<file path="src/rtl/popcnt_pkg.sv">
// rtl/popcnt_pkg.sv - shared types and width helpers for the popcount scheduler
package popcnt_pkg;

  typedef enum logic [1:0] {
    ST_IDLE  = 2'd0,
    ST_COUNT = 2'd1,
    ST_DONE  = 2'd2
  } state_e;

  localparam int DEF_N_REQ  = 4;
  localparam int DEF_DATA_W = 16;

  // Result must hold 0..data_w inclusive, hence data_w+1 codes.
  function automatic int cnt_width(input int data_w);
    return $clog2(data_w + 1);
  endfunction

  function automatic int id_width(input int n_req);
    return (n_req > 1) ? $clog2(n_req) : 1;
  endfunction

endpackage

</file>
<file path="src/rtl/rr_arbiter.sv">
// rtl/rr_arbiter.sv - round-robin grant search starting just after the pointer
module rr_arbiter #(
  parameter int N_REQ = 4,
  parameter int ID_W  = 2
) (
  input  logic [N_REQ-1:0] req,
  input  logic [ID_W-1:0]  ptr,
  output logic [N_REQ-1:0] grant,
  output logic [ID_W-1:0]  grant_id,
  output logic             grant_any
);

  logic [ID_W-1:0] idx;

  always_comb begin
    grant     = '0;
    grant_id  = '0;
    grant_any = 1'b0;
    idx       = '0;
    // The last slot visited is the pointer itself, so the previous winner ranks lowest.
    for (int off = 1; off <= N_REQ; off++) begin
      idx = ID_W'((int'(ptr) + off) % N_REQ);
      if (!grant_any && req[idx]) begin
        grant_any  = 1'b1;
        grant[idx] = 1'b1;
        grant_id   = idx;
      end
    end
  end

endmodule

</file>
<file path="src/rtl/popcnt_sched.sv">
// rtl/popcnt_sched.sv - one serial ones-counter shared round-robin by N_REQ requesters
module popcnt_sched
  import popcnt_pkg::*;
#(
  parameter int N_REQ  = DEF_N_REQ,
  parameter int DATA_W = DEF_DATA_W,
  parameter int CNT_W  = cnt_width(DATA_W),
  parameter int ID_W   = id_width(N_REQ)
) (
  input  logic                    clk,
  input  logic                    reset,
  input  logic [N_REQ-1:0]        req_valid,
  input  logic [N_REQ*DATA_W-1:0] req_data,
  output logic [N_REQ-1:0]        req_ready,
  output logic                    res_valid,
  input  logic                    res_ready,
  output logic [CNT_W-1:0]        res_count,
  output logic [ID_W-1:0]         res_id,
  output logic                    busy
);

  state_e            state_q, state_d;
  logic [ID_W-1:0]   ptr_q, ptr_d;
  logic [DATA_W-1:0] shreg_q, shreg_d;
  logic [CNT_W-1:0]  acc_q, acc_d;
  logic [CNT_W-1:0]  ctr_q, ctr_d;
  logic [ID_W-1:0]   id_q, id_d;

  logic [N_REQ-1:0]  grant;
  logic [ID_W-1:0]   grant_id;
  logic              grant_any;
  logic [DATA_W-1:0] grant_word;

  rr_arbiter #(
    .N_REQ (N_REQ),
    .ID_W  (ID_W)
  ) u_arb (
    .req       (req_valid),
    .ptr       (ptr_q),
    .grant     (grant),
    .grant_id  (grant_id),
    .grant_any (grant_any)
  );

  always_comb begin
    grant_word = '0;
    for (int k = 0; k < N_REQ; k++) begin
      if (grant[k]) grant_word = req_data[k*DATA_W +: DATA_W];
    end
  end

  always_comb begin
    state_d   = state_q;
    ptr_d     = ptr_q;
    shreg_d   = shreg_q;
    acc_d     = acc_q;
    ctr_d     = ctr_q;
    id_d      = id_q;
    req_ready = '0;
    case (state_q)
      ST_IDLE: begin
        // Gated by reset so no grant is advertised while the block is held in reset.
        req_ready = reset ? grant : '0;
        if (grant_any) begin
          shreg_d = grant_word;
          acc_d   = '0;
          ctr_d   = '0;
          id_d    = grant_id;
          ptr_d   = grant_id;
          state_d = ST_COUNT;
        end
      end
      ST_COUNT: begin
        acc_d   = acc_q + CNT_W'(shreg_q[0]);
        shreg_d = shreg_q >> 1;
        ctr_d   = ctr_q + CNT_W'(1);
        if (ctr_q == CNT_W'(DATA_W - 1)) state_d = ST_DONE;
      end
      ST_DONE: begin
        if (res_ready) state_d = ST_IDLE;
      end
      default: state_d = ST_IDLE;
    endcase
  end

  always_ff @(posedge clk or negedge reset) begin
    if (!reset) begin
      state_q <= ST_IDLE;
      ptr_q   <= ID_W'(N_REQ - 1);
      shreg_q <= '0;
      acc_q   <= '0;
      ctr_q   <= '0;
      id_q    <= '0;
    end else begin
      state_q <= state_d;
      ptr_q   <= ptr_d;
      shreg_q <= shreg_d;
      acc_q   <= acc_d;
      ctr_q   <= ctr_d;
      id_q    <= id_d;
    end
  end

  assign res_valid = (state_q == ST_DONE);
  assign res_count = acc_q;
  assign res_id    = id_q;
  assign busy      = (state_q != ST_IDLE);

endmodule

</file>
<file path="config.mk">
export PLATFORM = sky130hd
export DESIGN_NAME = popcnt_sched
export DESIGN_NICKNAME = d
export VERILOG_FILES = /design/src/rtl/popcnt_pkg.sv /design/src/rtl/rr_arbiter.sv /design/src/rtl/popcnt_sched.sv
export SDC_FILE = /design/constraint.sdc
export NUM_CORES = 1
export LEC_CHECK = 0
export ABC_AREA = 1
export CAP_MARGIN = 20
export CORE_MARGIN = 3
export CORE_UTILIZATION = 52
export DETAILED_ROUTE_END_ITERATION = 7
export PLACE_DENSITY = 0.91
export SYNTH_ARGS = -nofsm -noshare
export SYNTH_HDL_FRONTEND = slang
export SYNTH_SLANG_ARGS = --single-unit
</file>
<file path="constraint.sdc">
create_clock -name clk -period 5.9 [get_ports clk]
set_clock_uncertainty 0.1 [all_clocks]
set_input_delay 0.59 -clock clk [delete_from_list [all_inputs] [get_ports clk]]
set_output_delay 0.59 -clock clk [all_outputs]
set_load 0.01 [all_outputs]
</file>
==> reports/summary.txt, run 1 <==
Hold Path Class - reg2reg
Req. time, crit path - 5.21 ns
main flop type after synthesis - dfrtp_1
postcts setup bufs - 0
Post-synth EDFFs - 0
# fillers - 374
Num CTS Buffers - 5
Final Critical Period - 4.02 ns
Ant. Diodes - 0
Pwr Total - 2.06 mW
Seq/Total Area, Yosys - 29.2%
DRT Pass-1 Iters - 4
post-synth top area cell - dfrtp_1
Placement Setup Slack - 2.22 ns
routed vias - 2,796
run status - finished clean
critical path startpoint - ptr_q[0]
Clock Path Buffers - 2
Post-Synth Adder-Cell Area - 5.45%
peak supply drop - 286 uV
Slew headroom - 59.7%
Fmax - 249 MHz
Post-DRT Antenna Nets - 0
unrepaired setup endpoints after global routing - no
Synth Cell Area - 0.00276 mm2
element type at the critical path end - output pin
setup_tns - 0 ns
clock slew at reported path FFs - 0.06 ns
Non-Filler Instances - 539
Fin. Hold Viols - 0
H-tree Lvls - 2
FF+latch count, synth - 32
residual overflow from global routing - 0
fin area - 0.00364 mm2
largest family of logic cells by synthesized area - simple AND/OR/NAND/NOR gates
clock sinks - 32
DR iter-0 viols - 177
Synth Instances - 395
initial antenna violation count - 0
fin util - 74.2%
mux cell area share after synthesis - 0%
initial core utilization - 56.1%
post-CTS sizing - 0
reg-to-reg critical path startpoint - ptr_q[0]
first-pass GRT wire length - 12,600 um
switching share of total power - 53.5%
Logic pwr share - 71.5%
kind of critical path - reg2out
CP Cell Sequence - inv_8, ha_1, inv_1, nand3_1, nand2_1, nor3_1, nand2_1, nand3_2, nand2_1, inv_1, clkdlybuf4s50_1
hold depth - 2
Critical path destination - req_ready[3]
largest net degree at the start of global routing - 34
count of pins over their slew limit - 0
Critical Path Start Type - register
die area - 0.00621 mm2
area grow syn2layout - 32.2%
DR WL/cell - 14.1 um
drt total wl - 7580 um
RD Place Congestion - 0.914
final setup vio count - 0
vias in the first global route - 2,722
max_cap viols - 0
Most Frequent Cell on Critical Path - nand2_1
register share of total power - 20.3%
Compound-Gate Fraction of Synth Area - 15.6%
Crit-path slowest cell - dfstp_2
Syn Area/Cell - 6.98 um2
DP Cell Count - 531
slack of the critical path - 1.88 ns
clock latency on the worst-skew pair - 0.28 ns
HPWL Detailed - 5750 um
CTS Hold Bufs - 0
switching pwr - 1.10 mW
share of cells above drive strength 1 - 11.2%
IO Pins - 84
Final nets - 554
placed cell areas - 0.00355 mm2
Tightest Pin Transition - 0.604 ns
Core Rows - 25
Vias/cell - 5.19
final hold slack - 0.381 ns
post-synth net total - 478
CTS Root Cell - clkbuf_8
Clock Power Share - 8.2%
post-synthesis xor/xnor area fraction - 0.636%
R2R depth - 14
Pleak - 1.77 nW
share of the synthesized area in the top cell type - 27.2%
DRC violations left - 0
IO buf count - 83
CP Max Fanout - 33
Vert. Die Dim - 78.8 um
Core Area - 0.00491 mm2
r2r setup slk - 2.75 ns
CTS tree - yes
simple-gate share of the synthesized area - 38.0%
Die W - 78.8 um
Pwr Density - 566 mW/mm2
Period Utilization, post-route - 68.2%
Async S/R FF share, synth - 100%
Ys Warns - 0
Crit path largest cell delay - 0.72 ns
RR Endpoint - shreg_q[6]
Total GRT Usage - 25.4%
crit path DAT - 3.33 ns
Internal Power - 0.958 mW
Synth area leaders - dfrtp_1, nand2_1, a21oi_1, nand3_2, ha_1
Cell variety after synth - 38
cells in the final DEF, fill, tap and decap left out, types with 2 or more instances in the layout:
cell type / instances
nand2_1: 132
clkdlybuf4s50_1: 83
a21oi_1: 48
inv_1: 37
nor2_1: 36
dfrtp_1: 30
nand3_2: 17
nand3_1: 13
ha_1: 12
o21ai_0: 8
nand2_4: 6
clkbuf_8: 6
nand2_2: 5
a22o_1: 3
o22ai_1: 3
buf_4: 3
nand3_4: 2
nor2_4: 2
a21boi_2: 2
inv_2: 2
nand4_1: 2
xor2_1: 2
o31ai_1: 2
clkbuf_1: 2
dfstp_2: 2
final cells by class:
class / count / area, um2 / area share [%]
inverters: 42 / 168 / 4.60
flip-flops and latches: 32 / 803 / 22.1
clock buffers: 8 / 90.1 / 2.47
repair buffers: 86 / 853 / 23.4
well taps: 67 / 83.8 / 2.30
multi-input cells: 304 / 1640 / 45.1
sequential cells by signal (all words and copies together), names as in the netlist:
signal,count
ctr_q,5
state_q,2
res_count,5
ptr_q,2
res_id,2
shreg_q,16
worst max-delay path, delay by kind of cell (launching register included):
kind                     cells  cell delay [ns]
buffers and inverters        4             0.81
flip-flops                   1             0.72
adder cells (fa/ha/maj)      1             0.38
AND/OR/NAND/NOR              6             1.13
worst min path at each step:
stage / from / to
after floorplan: reset / ctr_q[0]
after global placement: shreg_q[15] / shreg_q[15]
after detailed placement: shreg_q[9] / shreg_q[9]
after CTS: shreg_q[9] / shreg_q[9]
after global routing: shreg_q[9] / shreg_q[9]
final: res_id[1] / res_id[1]
cells in the mapped netlist (2+ instances only):
library cell / n
nand2_1: 132
a21oi_1: 48
inv_1: 37
nor2_1: 36
dfrtp_1: 30
nand3_2: 17
nand3_1: 13
ha_1: 12
o21ai_0: 8
nand2_4: 6
buf_2: 5
nand2_2: 5
buf_4: 4
a22o_1: 3
buf_6: 3
clkbuf_1: 3
o22ai_1: 3
a21boi_2: 2
buf_12: 2
dfstp_2: 2
inv_2: 2
nand3_4: 2
nand4_1: 2
nor2_4: 2
o31ai_1: 2
xor2_1: 2
routing by layer:
layer / vias to the layer above / GRT usage, % / share of wire, %
met2: 117 / 40.4 / 45
li1: 1419 / - / -
met1: 1245 / 34.4 / 45
met3: 15 / 6.12 / 8.7
met4: 0 / 7.52 / 1.7
met5: - / 0 / 0
power groups by stage:
stage	Sequential, mW	Combinational, mW	Clock (mW)
after global routing	0.433	1.66	0.189
final	0.418	1.47	0.170
after CTS	0.416	1.46	0.176
after global placement	0.410	1.39	0
after floorplan	0.402	1.22	0
after detailed placement	0.417	1.46	0
kinds of logic after synthesis:
| family | count (synthesis) |
|---|---|
| AND/OR/NAND/NOR | 217 |
| adder cells (fa/ha/maj) | 12 |
| flip-flops | 32 |
| XOR/XNOR | 2 |
| AO/OA/AOI/OAI | 73 |
| buffers and inverters | 59 |
Note: power is estimated with default switching activity, not from simulation.
==> inputs of run 2 (changes only) <==
--- a/config.mk
+++ b/config.mk
@@ -8,9 +8,9 @@
 export ABC_AREA = 1
 export CAP_MARGIN = 20
 export CORE_MARGIN = 3
-export CORE_UTILIZATION = 52
+export CORE_UTILIZATION = 43
 export DETAILED_ROUTE_END_ITERATION = 7
-export PLACE_DENSITY = 0.91
+export PLACE_DENSITY = 0.81
 export SYNTH_ARGS = -nofsm -noshare
 export SYNTH_HDL_FRONTEND = slang
 export SYNTH_SLANG_ARGS = --single-unit
==> constraint.sdc (replaced) <==
create_clock -name clk -period 3.42 [get_ports clk]
set_clock_uncertainty 0.1 [all_clocks]
set_input_delay 0.342 -clock clk [delete_from_list [all_inputs] [get_ports clk]]
set_output_delay 0.342 -clock clk [all_outputs]
set_load 0.01 [all_outputs]
==> reports/summary.txt, run 2 (synthesized netlist as in run 1, its figures left out) <==
CTS tree - yes (unchanged)
initial antenna violation count - 0 (unchanged)
RD Place Congestion - 0.953 (was 0.914)
DR iter-0 viols - 185 (was 177)
element type at the critical path end - output pin (unchanged)
Pleak - 1.80 nW (was 1.77 nW)
Post-DRT Antenna Nets - 0 (unchanged)
CTS Hold Bufs - 0 (unchanged)
Vias/cell - 5.00 (was 5.19)
Total GRT Usage - 20.2% (was 25.4%)
CTS Root Cell - clkbuf_8 (unchanged)
most common cell after layout, fill and taps aside - nand2_1 (unchanged)
Vert. Die Dim - 86.0 um (was 78.8 um)
Placement Setup Slack - 0.402 ns (was 2.22 ns)
flip-flop count of the largest register after layout - 16 (unchanged)
Crit path largest cell delay - 0.62 ns (was 0.72 ns)
vias in the first global route - 2,624 (was 2,722)
Core Area - 0.00606 mm2 (was 0.00491 mm2)
Non-Filler Instances - 551 (was 539)
Die W - 86.0 um (was 78.8 um)
Fmax - 312 MHz
initial core utilization - 45.5% (was 56.1%)
max_cap viols - 0 (unchanged)
Biggest register - shreg_q (unchanged)
drt total wl - 7420 um (was 7580 um)
area grow syn2layout - 34.9% (was 32.2%)
Num CTS Buffers - 5 (unchanged)
CP Cell Sequence - inv_1, ha_4, inv_1, nand3_1, nand2_1, nor2_4, nand3_1, a31oi_1, clkdlybuf4s50_1 (was inv_8, ha_1, inv_1, nand3_1, nand2_1, nor3_1, nand2_1, nand3_2, nand2_1, inv_1, clkdlybuf4s50_1)
Req. time, crit path - 2.98 ns (was 5.21 ns)
fin util - 61.3% (was 74.2%)
run status - finished clean (unchanged)
Clock Path Buffers - 2 (unchanged)
Hold Path Class - reg2reg (unchanged)
Final nets - 558 (was 554)
Critical Path Start Type - register (unchanged)
Ant. Diodes - 0 (unchanged)
slack of the critical path - 0.213 ns (was 1.88 ns)
largest net degree at the start of global routing - 33 (was 34)
final setup vio count - 0 (unchanged)
HPWL Detailed - 5720 um (was 5750 um)
unrepaired setup endpoints after global routing - no (unchanged)
Pwr Density - 992 mW/mm2 (was 566 mW/mm2)
Pwr Total - 3.69 mW (was 2.06 mW)
die area - 0.00740 mm2 (was 0.00621 mm2)
share of cells above drive strength 1 - 12.6% (was 11.2%)
Slew headroom - 55.0% (was 59.7%)
DR WL/cell - 13.5 um (was 14.1 um)
WP buf/inv - 3 (was 4)
clock slew at reported path FFs - 0.07 ns (was 0.06 ns)
kind of critical path - reg2out (unchanged)
crit path DAT - 2.76 ns (was 3.33 ns)
Final Critical Period - 3.21 ns
Tightest Pin Transition - 0.673 ns (was 0.604 ns)
commonest non-fill, non-tap cells in the layout - nand2_1, clkdlybuf4s50_1, a21oi_1 (unchanged)
DRC violations left - 0 (unchanged)
routed vias - 2,755 (was 2,796)
Top delay family on crit path - buffers and inverters (was simple AND/OR/NAND/NOR gates)
Period Utilization, post-route - 93.8%
clock latency on the worst-skew pair - 0.28 ns (about the same)
clock sinks - 32 (unchanged)
CP Max Fanout - 8 (was 33)
Fin. Hold Viols - 0 (unchanged)
r2r setup slk - 0.61 ns (was 2.75 ns)
IO buf count - 83 (unchanged)
IO Pins - 84 (unchanged)
DRT Pass-1 Iters - 4 (unchanged)
peak supply drop - 593 uV (was 286 uV)
Core Rows - 28 (was 25)
H-tree Lvls - 2 (unchanged)
residual overflow from global routing - 0 (unchanged)
DP Cell Count - 543 (was 531)
count of pins over their slew limit - 0 (unchanged)
setup_tns - 0 ns (unchanged)
Crit-path slowest cell - dfstp_2 (unchanged)
first-pass GRT wire length - 12,200 um (was 12,600 um)
-- run 2: cell types whose count changed in the layout (fill, tap and decap cells not counted), sizes merged --
cell and change:
bufinv +1, clkinv +1, buf +4, clkbuf -2
-- run 2: layout make-up --
cell class | count | area (um2)
clock buffers | 6 | 72.6
clock inverters | 2 | 35.0
fillers | 538 | 2340
inverters | 42 | 168
multi-input cells | 304 | 1660
flip-flops and latches | 32 | 803
well taps | 75 | 93.8
repair buffers | 90 | 883
-- run 2: power breakdown --
group / switching [mW] / leakage [nW] / internal, mW
registers: 0.147 / 0.391 / 0.574
clock network: 0.132 / 0.0552 / 0.216
logic: 1.64 / 1.35 / 0.976
-- run 2: layer usage --
metal	share of wire (%)	global-route usage (%)	vias up
met3	7.6	3.36	11
met1	46	28.6	1228
li1	-	-	1429
met5	0	0	-
met4	1.2	5.76	0
met2	45	31.7	87
-- run 2: through the flow --
step | cell area, um2 | hold WS (ns)
final | 3720 | 0.383
after global routing | 3720 | 0.412
after CTS | 3700 | 0.387
after detailed placement | 3590 | 0.369
after global placement | 3590 | 0.363
after floorplan | 2760 | -0.0536
-- run 2: final timing paths --
kind,from,to,cells past startpoint
setup / recovery,ptr_q[1],req_ready[0],9
hold reg to reg,shreg_q[5],shreg_q[5],2
setup reg to reg,ptr_q[1],shreg_q[5],16
max in group asynchronous,reset,ptr_q[0],2
min in group asynchronous,reset,shreg_q[12],2
hold / removal,shreg_q[5],shreg_q[5],2
-- run 2: what timing repair did --
item	4_1_cts	5_1_grt
endpoints found under the setup margin	0	2
setup buffers	0	0
resized for setup	0	2
-- run 2: worst register-to-register path: cells and delay by family (launching register included) --
kind,cells,cell delay (ns)
adders and majority gates,1,0.34
buffers and inverters,4,0.65
DFF,1,0.62
and+or+nand+nor,11,1.00
